File: src/rtl/z80_dma_ctrl.sv
// z80_dma_ctrl: memory-to-memory DMA engine for the TV80 bus, CPU-programmed through an 8-register I/O window.
module z80_dma_ctrl #(
  parameter int RD_WAIT = 2,
  parameter int WR_WAIT = 2,
  parameter int BURST = 0
) (
  input  logic        clk,
  input  logic        reset_n,
  input  logic        cs_n,
  input  logic [2:0]  io_addr,
  input  logic        io_wr_n,
  input  logic        io_rd_n,
  input  logic [7:0]  cpu_data_in,
  output logic [7:0]  cpu_data_out,
  output logic        busrq_n,
  input  logic        busak_n,
  output logic        bus_oe,
  output logic [15:0] addr_out,
  output logic [7:0]  data_out,
  input  logic [7:0]  data_in,
  output logic        mreq_n,
  output logic        rd_n,
  output logic        wr_n,
  output logic        irq_n
);
  localparam logic [2:0] S_IDLE = 3'd0, S_REQ = 3'd1, S_RD_ADDR = 3'd2, S_RD_STB = 3'd3,
                         S_WR_ADDR = 3'd4, S_WR_STB = 3'd5, S_WR_END = 3'd6, S_REL = 3'd7;
  localparam logic [3:0] RD_LAST = 4'(RD_WAIT - 1);
  localparam logic [3:0] WR_LAST = 4'(WR_WAIT - 1);
  localparam logic [15:0] BL = 16'(BURST);
  logic [2:0] state;
  logic [15:0] src, dst, len, bcnt;
  logic [3:0] wcnt;
  logic [7:0] hold, reg_q;
  logic irq_en, src_fixed, dst_fixed, done, aborted, irq;
  logic reg_wr, ctrl_wr, busy, own, oe, lost, start, abort, unused_bits;
  assign reg_wr = !cs_n && !io_wr_n;
  assign ctrl_wr = reg_wr && io_addr == 3'd6;
  assign busy = state != S_IDLE;
  assign own = state >= S_RD_ADDR && state <= S_WR_END;
  assign oe = own && !busak_n;
  // Losing the grant mid-cycle drops every strobe before the next edge
  assign lost = own && busak_n;
  assign start = ctrl_wr && cpu_data_in[0] && !busy;
  assign abort = ctrl_wr && cpu_data_in[7] && (state == S_IDLE || state == S_REQ || state == S_REL);
  assign unused_bits = ^cpu_data_in[6:4];
  assign busrq_n = !(state == S_REQ || own);
  assign bus_oe = oe;
  assign addr_out = !oe ? 16'h0000 : (state <= S_RD_STB ? src : dst);
  assign data_out = (oe && state >= S_WR_ADDR) ? hold : 8'h00;
  assign mreq_n = !(oe && (state == S_RD_STB || state == S_WR_STB));
  assign rd_n = !(oe && state == S_RD_STB);
  assign wr_n = !(oe && state == S_WR_STB);
  assign irq_n = !irq;
  always_comb begin
    case (io_addr)
      3'd0: reg_q = src[7:0];
      3'd1: reg_q = src[15:8];
      3'd2: reg_q = dst[7:0];
      3'd3: reg_q = dst[15:8];
      3'd4: reg_q = len[7:0];
      3'd5: reg_q = len[15:8];
      3'd6: reg_q = {4'b0, dst_fixed, src_fixed, irq_en, 1'b0};
      default: reg_q = {5'b0, aborted, done, busy};
    endcase
  end
  assign cpu_data_out = (!cs_n && !io_rd_n) ? reg_q : 8'h00;
  always_ff @(posedge clk or negedge reset_n) begin
    if (!reset_n) begin
      state <= S_IDLE;
      src <= '0;
      dst <= '0;
      len <= '0;
      bcnt <= '0;
      wcnt <= '0;
      hold <= '0;
      irq_en <= 1'b0;
      src_fixed <= 1'b0;
      dst_fixed <= 1'b0;
      done <= 1'b0;
      aborted <= 1'b0;
      irq <= 1'b0;
    end else begin
      if (reg_wr && !busy) begin
        case (io_addr)
          3'd0: src[7:0] <= cpu_data_in;
          3'd1: src[15:8] <= cpu_data_in;
          3'd2: dst[7:0] <= cpu_data_in;
          3'd3: dst[15:8] <= cpu_data_in;
          3'd4: len[7:0] <= cpu_data_in;
          3'd5: len[15:8] <= cpu_data_in;
          default: ;
        endcase
      end
      if (ctrl_wr) {dst_fixed, src_fixed, irq_en} <= cpu_data_in[3:1];
      if (reg_wr && io_addr == 3'd7) begin
        done <= 1'b0;
        aborted <= 1'b0;
        irq <= 1'b0;
      end
      // Completion updates below are ordered after the status clear so they win on a collision
      if (abort) begin
        state <= S_IDLE;
        aborted <= 1'b1;
        done <= 1'b0;
        if (cpu_data_in[1]) irq <= 1'b1;
      end else if (lost) state <= S_REQ;
      else begin
        case (state)
          S_IDLE: if (start) begin
            if (len != 16'd0) state <= S_REQ;
            else begin
              done <= 1'b1;
              if (cpu_data_in[1]) irq <= 1'b1;
            end
          end
          S_REQ: if (!busak_n) begin
            state <= S_RD_ADDR;
            bcnt <= '0;
          end
          S_RD_ADDR: begin
            wcnt <= '0;
            state <= S_RD_STB;
          end
          S_RD_STB: if (wcnt == RD_LAST) begin
            hold <= data_in;
            wcnt <= '0;
            state <= S_WR_ADDR;
          end else wcnt <= wcnt + 4'd1;
          S_WR_ADDR: state <= S_WR_STB;
          S_WR_STB: if (wcnt == WR_LAST) begin
            wcnt <= '0;
            state <= S_WR_END;
          end else wcnt <= wcnt + 4'd1;
          S_WR_END: begin
            src <= src_fixed ? src : src + 16'd1;
            dst <= dst_fixed ? dst : dst + 16'd1;
            len <= len - 16'd1;
            bcnt <= bcnt + 16'd1;
            if (len == 16'd1) begin
              state <= S_IDLE;
              done <= 1'b1;
              if (irq_en) irq <= 1'b1;
            end else state <= (BL != 16'd0 && bcnt + 16'd1 == BL) ? S_REL : S_RD_ADDR;
          end
          default: state <= S_REQ;
        endcase
      end
    end
  end
endmodule

File: config.mk
export PLATFORM = sky130hd
export DESIGN_NAME = z80_dma_ctrl
export DESIGN_NICKNAME = d
export VERILOG_FILES = /design/src/rtl/z80_dma_ctrl.sv
export SDC_FILE = /design/constraint.sdc
export NUM_CORES = 1
export LEC_CHECK = 0
export BUFFER_PORTS_ARGS = -buffer_cell sky130_fd_sc_hd__buf_2
export CAP_MARGIN = 20
export CORE_ASPECT_RATIO = 1.25
export CORE_MARGIN = 2
export CORE_UTILIZATION = 59
export CTS_BUF_LIST = sky130_fd_sc_hd__clkbuf_8 sky130_fd_sc_hd__clkbuf_16
export DETAILED_ROUTE_END_ITERATION = 7
export PLACE_DENSITY = 0.89
export SYNTH_ARGS = -nofsm -noshare
export SYNTH_HDL_FRONTEND = slang
export SYNTH_SLANG_ARGS = --single-unit
File: constraint.sdc
create_clock -name clk -period 2.6 [get_ports clk]
set_clock_uncertainty 0.05 [all_clocks]
set_input_delay 0.13 -clock clk [delete_from_list [all_inputs] [get_ports clk]]
set_output_delay 0.13 -clock clk [all_outputs]
set_load 0.01 [all_outputs]
# Yosys cells after proc, flatten, opt, wreduce, memory -nomap -nowiden
# Index checks and enable logic that the tools add are counted.
# word_totals
register_bits	69
inputBits	25
output_inout_bits	38
word_cells	139
# op_classes
add_sub_neg	4
magnitude_cmp	4
eq_ne	23
muxes	54
n_bitwise	2
n_reduce_logical	40
# op_table
cell	n
$mux 16	16
$mux 8	8
$pmux 8 s7	1
$add 16x1->16 const B	2
$eq 3x3->1 const B	8
$mux 3	7
$pmux 3 s7	1
$eq 16x1->1 const B	1
$logic_and 1x1->1	16
$mux 1	16
$ne 4x4->1 const B	4
$reduce_bool 16->1	1
$sub 16x1->16 const B	1
$eq 3x2->1 const B	4
$ne 4x3->1 const B	3
$logic_not 1->1	10
$pmux 4 s2	1
$eq 3x1->1 const B	2
$logic_not 3->1	2
$reduce_and 5->1	1
$add 4x1->4 const B	1
$eq 4x1->1 const B	1
$logic_or 1x1->1	4
$mux 4	1
12 further kinds	15

# Logic depth before layout (Yosys ltp)
# Gate-level depths: netlist of the first run.
# logic_depth
depth_word	10
depth_mapped	7

# Least setup slack after synthesis of the first run
# No wires, ideal clock.
# synth_path
kind	flip-flop to flip-flop
startpoint	register len[12]
endpoint	register state[1]
setup_ps	126
t_arrival_ps	1857
required_ps	2424
path_slack_ps	567
path_stages_with_launch	6
path_cell_list	dfrtp_1 > or4_4 > or3_4 > o211ai_2 > nor4b_1 > a311o_1
# synth_between
elab_chain_cells	5
word_cells_on_any_way	8
classes_between	eq/ne: 2; mux: 4; reduce/logical: 2
# synth_lines
element	line	source
start: declaration	32	logic [15:0] src, dst, len, bcnt;
start signal: assignment	91	3'd5: len[15:8] <= cpu_data_in;
start signal: assignment	138	len <= len - 16'd1;
$eq 16x1->1	140	if (len == 16'd1) begin
$mux 2	140	
$pmux 3 s7	109	case (state)
$mux 3	107	end else if (lost) state <= S_REQ;
$mux 3	102	if (abort) begin
end signal: assignment	144	end else state <= (BL != 16'd0 && bcnt + 16'd1 == BL) ? S_REL : S_RD_ADDR;
end: declaration	31	logic [2:0] state;
# Several ways; a longest one is shown, not always the timed one.
# A chain may end at the register's enable or synchronous reset.

# Worst setup path in the final report of the first run
# layout_path
startpoint	register state[2]
endpoint	output port addr_out[12]
# layout_between
elab_chain_cells	4
word_cells_on_any_way	7
classes_between	order compare: 3; mux: 2; reduce/logical: 2
# layout_lines
element	line	source
$ge 3x2->1 or $le 3x3->1 (tied branches)	40	assign own = state >= S_RD_ADDR && state <= S_WR_END;
$logic_and 1x1->1	40	
$logic_and 1x1->1	41	assign oe = own && !busak_n;
$mux 16 *	49	assign addr_out = !oe ? 16'h0000 : (state <= S_RD_STB ? src : dst);
end: declaration	18	output logic [15:0] addr_out,
# Mark *: on every way between the ends. The rest lies on a longest branch, timed or not.

==> results of run 1 <==
## repair_timing
action                                 4_1_cts  5_1_grt
setup endpoints to repair                    0        0
hold buffers                                 9        0
setup buffers                                0        0
endpoints found under the hold margin       23        0
## layout make-up
type	count	area (µm²)	area share [%]
Sequential cell	69	1730	31.0
Multi-Input combinational cell	451	2960	53.1
Inverter	14	52.6	0.944
Tap cell	97	121	2.18
Timing Repair Buffer	83	490	8.81
Clock buffer	10	138	2.47
Clock inverter	6	80.1	1.44
## cells in the mapped netlist (5+ instances only)
cell type | number | area [µm²]
a211oi_1 | 16 | 120
mux2i_1 | 23 | 230
inv_1 | 12 | 45.0
nand4_1 | 8 | 50.1
nor2_1 | 83 | 312
clkbuf_1 | 27 | 101
and3_1 | 23 | 144
o221a_2 | 5 | 56.3
a311oi_1 | 16 | 140
dfrtp_1 | 69 | 1730
nand2_1 | 33 | 124
or3_1 | 8 | 50.1
mux2_2 | 15 | 169
mux4_2 | 5 | 113
a21oi_1 | 29 | 145
a22oi_1 | 5 | 37.5
nand3_1 | 29 | 145
o22ai_1 | 12 | 75.1
nor3_1 | 18 | 90.1
a31oi_1 | 9 | 56.3
nor3_2 | 5 | 50.1
ha_1 | 7 | 87.6
o21ai_1 | 7 | 35.0
nand2b_1 | 5 | 31.3
o21ai_0 | 22 | 110
## through the flow
stage	util [%]	hold slack, ps
2_1_floorplan	-	-216
3_3_place_gp	64.2	15.9
3_5_place_dp	64.2	23.2
4_1_cts	67.9	35.5
5_1_grt	67.9	85.7
6_report	67.9	66.0
## cells by family after synthesis
kind of cell    synth area share (%)
compound gates                  21.5
buf+inv                         5.22
xor+xnor                       0.177
mux                             10.4
simple gates                    26.0
fa+ha+maj                       1.77
flops                           34.9
## where the power goes
part / switching [mW] / leakage, nW / internal [mW]
clock: 0.417 / 0.120 / 0.558
sequential: 0.795 / 0.867 / 1.51
combinational: 0.915 / 1.44 / 0.836
## worst register-to-register path, stage by stage (launching register included)
cell	delay, ps
dfrtp_1	610
and4bb_2	470
nand2b_1	250
nor3_2	410
a311oi_1	170
a221oi_1	240
## worst max-delay path by stage
stage | from | to
floorplan | len[12]$_DFF_PN0_ | state[1]$_DFFE_PN0P_
global placement | len[12]$_DFF_PN0_ | state[1]$_DFFE_PN0P_
detailed placement | state[1]$_DFFE_PN0P_ | dst[12]$_DFFE_PN0P_
CTS | state[2]$_DFFE_PN0P_ | addr_out[12]
global route | state[1]$_DFFE_PN0P_ | dst[12]$_DFFE_PN0P_
finish | state[2]$_DFFE_PN0P_ | addr_out[12]
## sequential cells by signal, indices dropped and copies added, names as in the netlist, 3 cells and up
signal	flops
dst	16
len	16
src	16
hold	8
wcnt	4
state	3
## layer usage
metal	share of wire (%)	wire length, µm
met4	5.6	860
met2	46	7140
met3	10	1550
met1	38	5890
met5	0	0
==> results.py, run 1 <==
metrics = {
    "yosys": {
        "seq_area_frac_synth_pct": 34.9,
        "syn_nets": 605,
        "ys.flop_type": "dfrtp_1",
        "synthArstFlopShare_pct": 100,
        "yosys_register_bits": 69,
        "ys.warnings.count": 0,
        "ys_types": 74,
        "netlist_instances": 573,
        "synth_enable_flop_cells": 0,
        "avgSynthCellArea_um2": 8.62,
        "synth_area_um2": 4940,
    },
    "pwr": {
        "static-leakage-power_nw": 2.43,
        "p_total_mw": 5.03,
        "powerDensity_nw_per_um2": 904,
        "ir_worst_vdd_mv": 0.716,
    },
    "sta": {
        "period_minus_slack_ps": 2350,
        "maxSlewViolCount": 0,
        "rsz0062_at_grt": "false",
        "hold_viol_final": 0,
        "tightest_slew_ps": 601,
        "finalSetupTns_ps": 0,
        "fin_crit_sh_pct": 90.5,
        "fin_ws_ps": 247,
        "setup_viol": 0,
        "timing.fmax_mhz": 425,
        "max_slew_margin_pct": 58.9,
    },
    "global_route": {
        "use_met2_pct": 55.4,
        "grt_usage_pct": 34.8,
        "met1_usage_pct": 43.4,
        "grt_pass1_wl_mm": 24.5,
        "grt_pass1_vias": 4867,
        "grt_util_met3_pct": 8.00,
        "grt_overflow": 0,
        "grt_start_max_net_pins": 30,
        "antenna_found_initial": 0,
        "grt_busiest_layer": "met2",
    },
    "critical_path": {
        "slowest_delay_ps": 460,
        "cpMostUsedCell": "buf_4",
        "worstPathMaxFanout": 19,
        "cp_num_buf_inv": 3,
        "start_kind": "register",
        "reg2reg_depth": 5,
        "path_class": "register to output port",
        "critical_path.top_delay_family": "simple AND/OR/NAND/NOR gates",
        "r2r-start": "state[1]$_DFFE_PN0P_",
        "worst_r2r_endpoint": "dst[12]$_DFFE_PN0P_",
        "critical_path_depth": 6,
        "cp_data_required_time_ps": 2420,
        "cp-end-kind": "output port",
        "crit_slowest_cell": "dfrtp_1",
        "worstPathArrival_ps": 2170,
        "r2r_slack_ps": 290,
        "cp_cell_sequence": "buf_4 > and3_1 > or3_1 > buf_4 > nor2_1 > buf_2",
    },
    "clocking": {
        "clkSlewWorstSetupHoldPaths_ps": 70,
        "postCtsResizedCells": 0,
        "insertion_delay_ps": 360,
        "cts_inserted_buffers": 9,
        "cts.root.buffer_cell": "clkbuf_8",
        "clock_path_buffers": 2,
        "cts_max_level": 3,
        "cts_num_sinks": 69,
        "cts_tree": "built",
    },
    "floorplanning": {
        "start_util_pct": 60.3,
        "ios": 63,
        "die_w_um": 85.9,
        "num_rows": 37,
        "dieArea_um2": 9130,
        "core-area_um2": 8190,
        "die_h_um": 106,
    },
    "final_layout": {
        "diodes": 0,
        "final_cells": 730,
        "final_area_um2": 5570,
        "final_cell_mix": "nor2_1 (83), dfrtp_1 (69), buf_2 (62)",
        "final_common_cell": "nor2_1",
        "nNetsFinal": 660,
        "syn_to_final_growth_pct": 12.6,
        "layout-drive-gt1-share_pct": 21.6,
        "fill_cells": 670,
    },
    "outcome": {
        "violations": "DRC",
        "run_status": "complete, but fails checks",
    },
    "routing": {
        "vias_per_cell": 7.04,
        "drc": 9,
        "drt-wirelength-per-cell_um": 21.2,
        "drt_wl_total_mm": 15.4,
        "drt_iter0_markers": 611,
        "ant_nets": 0,
        "first_pass_iters": 8,
        "vias": 5139,
    },
    "placement": {
        "place_congestion": 0.969,
        "place_ws_ps": 355,
        "dpl.cell_count": 705,
        "placed_area_um2": 5260,
        "post-dp-hpwl_mm": 11.0,
        "port_buffers": 62,
    },
    "hold_path": {
        "hp-class": "primary input to register",
        "hold_path.startpoint": "busak_n",
        "hold_end": "state[2]$_DFFE_PN0P_",
        "whs_path_depth": 2,
    },
    "run": {
        "drv_cap": 0,
    },
}
Power figures use the tool's default switching activity.
==> run 2, diff against run 1 <==
--- a/config.mk
+++ b/config.mk
@@ -8,7 +8,6 @@
 export BUFFER_PORTS_ARGS = -buffer_cell sky130_fd_sc_hd__buf_2
 export CAP_MARGIN = 20
 export CORE_ASPECT_RATIO = 1.25
-export CORE_MARGIN = 2
 export CORE_UTILIZATION = 59
 export CTS_BUF_LIST = sky130_fd_sc_hd__clkbuf_8 sky130_fd_sc_hd__clkbuf_16
 export DETAILED_ROUTE_END_ITERATION = 7
==> run 2 against run 1 <==
Against the previous run: the flow still finishes with violations (DRC); global-route usage is 1.3 points higher; flip-flop and latch count is the same; sequential share of layout area up 0.25 points; critical path type unchanged; highest routed layer unchanged.
==> results.py, run 2 (synthesis gave the netlist of run 1 again) <==
metrics = {
    "critical_path": {
        "worstPathMaxFanout": 19,
        "cp_data_required_time_ps": 2420,
        "worstPathArrival_ps": 2220,
        "worst_r2r_endpoint": "dst[12]$_DFFE_PN0P_",
        "path_class": "register to output port",
        "critical_path.startpoint": "state[2]$_DFFE_PN0P_",
        "r2r-start": "state[1]$_DFFE_PN0P_",
        "start_kind": "register",
        "crit_path_end": "data_out[3]",
        "cp-end-kind": "output port",
        "r2r_slack_ps": 260,
        "reg2reg_depth": 5,
    },
    "clocking": {
        "cts_tree": "built",
        "cts_num_sinks": 69,
        "cts.root.buffer_cell": "clkbuf_8",
        "clock_path_buffers": 2,
        "clkSlewWorstSetupHoldPaths_ps": 60,
        "cts_inserted_buffers": 9,
        "cts_max_level": 3,
        "insertion_delay_ps": 380,
        "postCtsSetupRepairBufs": 0,
    },
    "floorplanning": {
        "die_h_um": 104,
        "ios": 63,
        "num_rows": 36,
        "start_util_pct": 62.0,
        "die_w_um": 83.9,
        "dieArea_um2": 8750,
        "core-area_um2": 7970,
    },
    "hold_path": {
        "hp-class": "primary input to register",
    },
    "pwr": {
        "ir_worst_vdd_mv": 0.552,
        "powerDensity_nw_per_um2": 883,
        "p_total_mw": 4.88,
        "static-leakage-power_nw": 2.41,
    },
    "global_route": {
        "grt_overflow": 0,
        "grt_pass1_vias": 4979,
        "grt_pass1_wl_mm": 24.7,
        "met1_usage_pct": 43.2,
        "grt_usage_pct": 36.1,
        "grt_start_max_net_pins": 30,
        "use_met2_pct": 59.8,
        "grt_busiest_layer": "met2",
        "antenna_found_initial": 0,
        "grt_util_met3_pct": 6.75,
    },
    "sta": {
        "timing.fmax_mhz": 416,
        "fin_crit_sh_pct": 92.4,
        "period_minus_slack_ps": 2400,
        "maxSlewViolCount": 0,
        "setup_viol": 0,
        "fin_ws_ps": 198,
        "max_slew_margin_pct": 50.6,
        "finalSetupTns_ps": 0,
        "hold_viol_final": 0,
        "tightest_slew_ps": 741,
        "rsz0062_at_grt": "false",
    },
    "routing": {
        "drt_iter0_markers": 715,
        "vias_per_cell": 7.10,
        "vias": 5170,
        "ant_nets": 0,
        "first_pass_iters": 7,
        "drc": 10,
        "drt-wirelength-per-cell_um": 21.0,
        "drt_wl_total_mm": 15.3,
    },
    "run": {
        "drv_cap": 0,
    },
    "final_layout": {
        "diodes": 0,
        "final_cell_mix": "nor2_1 (83), dfrtp_1 (69), buf_2 (62)",
        "reg_top3": "dst: 16 flops, len: 16 flops, src: 16 flops",
        "final_common_cell": "nor2_1",
        "fill_cells": 613,
        "syn_to_final_growth_pct": 11.7,
        "nNetsFinal": 660,
        "fin_util_pct": 69.3,
        "layout-drive-gt1-share_pct": 21.6,
        "final_cells": 728,
    },
    "outcome": {
        "run_status": "complete, but fails checks",
        "violations": "DRC",
    },
    "placement": {
        "port_buffers": 62,
        "dpl.cell_count": 703,
        "post-dp-hpwl_mm": 10.8,
        "place_congestion": 0.998,
        "place_ws_ps": 329,
    },
}
run 2: layer usage:
layer	vias to the layer above	routed length [µm]
met1	2411	5530
met2	388	7240
met4	0	934
li1	2270	-
met3	101	1600
met5	-	0
run 2: layout make-up:
class                           count  area, µm²  share of cell area, %
Multi-Input combinational cell    451       2960                   53.6
Sequential cell                    69       1730                   31.3
Timing Repair Buffer               83        490                   8.88
Clock buffer                       11        151                   2.74
Tap cell                           95        119                   2.15
Inverter                           14       52.6                  0.952
Clock inverter                      5       20.0                  0.363
run 2: stage by stage:
step                      hold WS (ps)  cell area, µm²
after floorplan                   -216            4940
after global placement             159            5260
after detailed placement           175            5260
after CTS                         45.0            5520
after global routing              77.1            5520
final                             53.2            5520
run 2: report_power, final:
| group | switching [mW] | internal (mW) |
|---|---|---|
| Sequential | 0.807 | 1.51 |
| Clock | 0.423 | 0.383 |
| Combinational | 0.927 | 0.828 |
| Total | 2.16 | 2.72 |
run 2: how the worst min path moves through the flow:
stage / start / endpoint / slack, ps / depth (start not counted)
global placement: reset_n / src[9]$_DFFE_PN0P_ / 160 / 1
global route: cpu_data_in[6] / src[6]$_DFFE_PN0P_ / 80 / 3
floorplan: reset_n / aborted$_DFFE_PN0P_ / -220 / 0
finish: busak_n / state[2]$_DFFE_PN0P_ / 50 / 2
CTS: busak_n / state[2]$_DFFE_PN0P_ / 50 / 2
detailed placement: reset_n / src[7]$_DFFE_PN0P_ / 170 / 1
run 2: timing repair:
item,in CTS,in global routing
hold buffers,9,0
setup endpoints to repair,1,0
hold endpoints to repair,35,0
gates resized for setup,1,0
run 2: critical path, stage by stage (launching register included):
cell	delay, ps
dfrtp_1	460
buf_4	230
and3_1	230
or3_4	450
inv_2	170
and3_1	180
buf_2	130
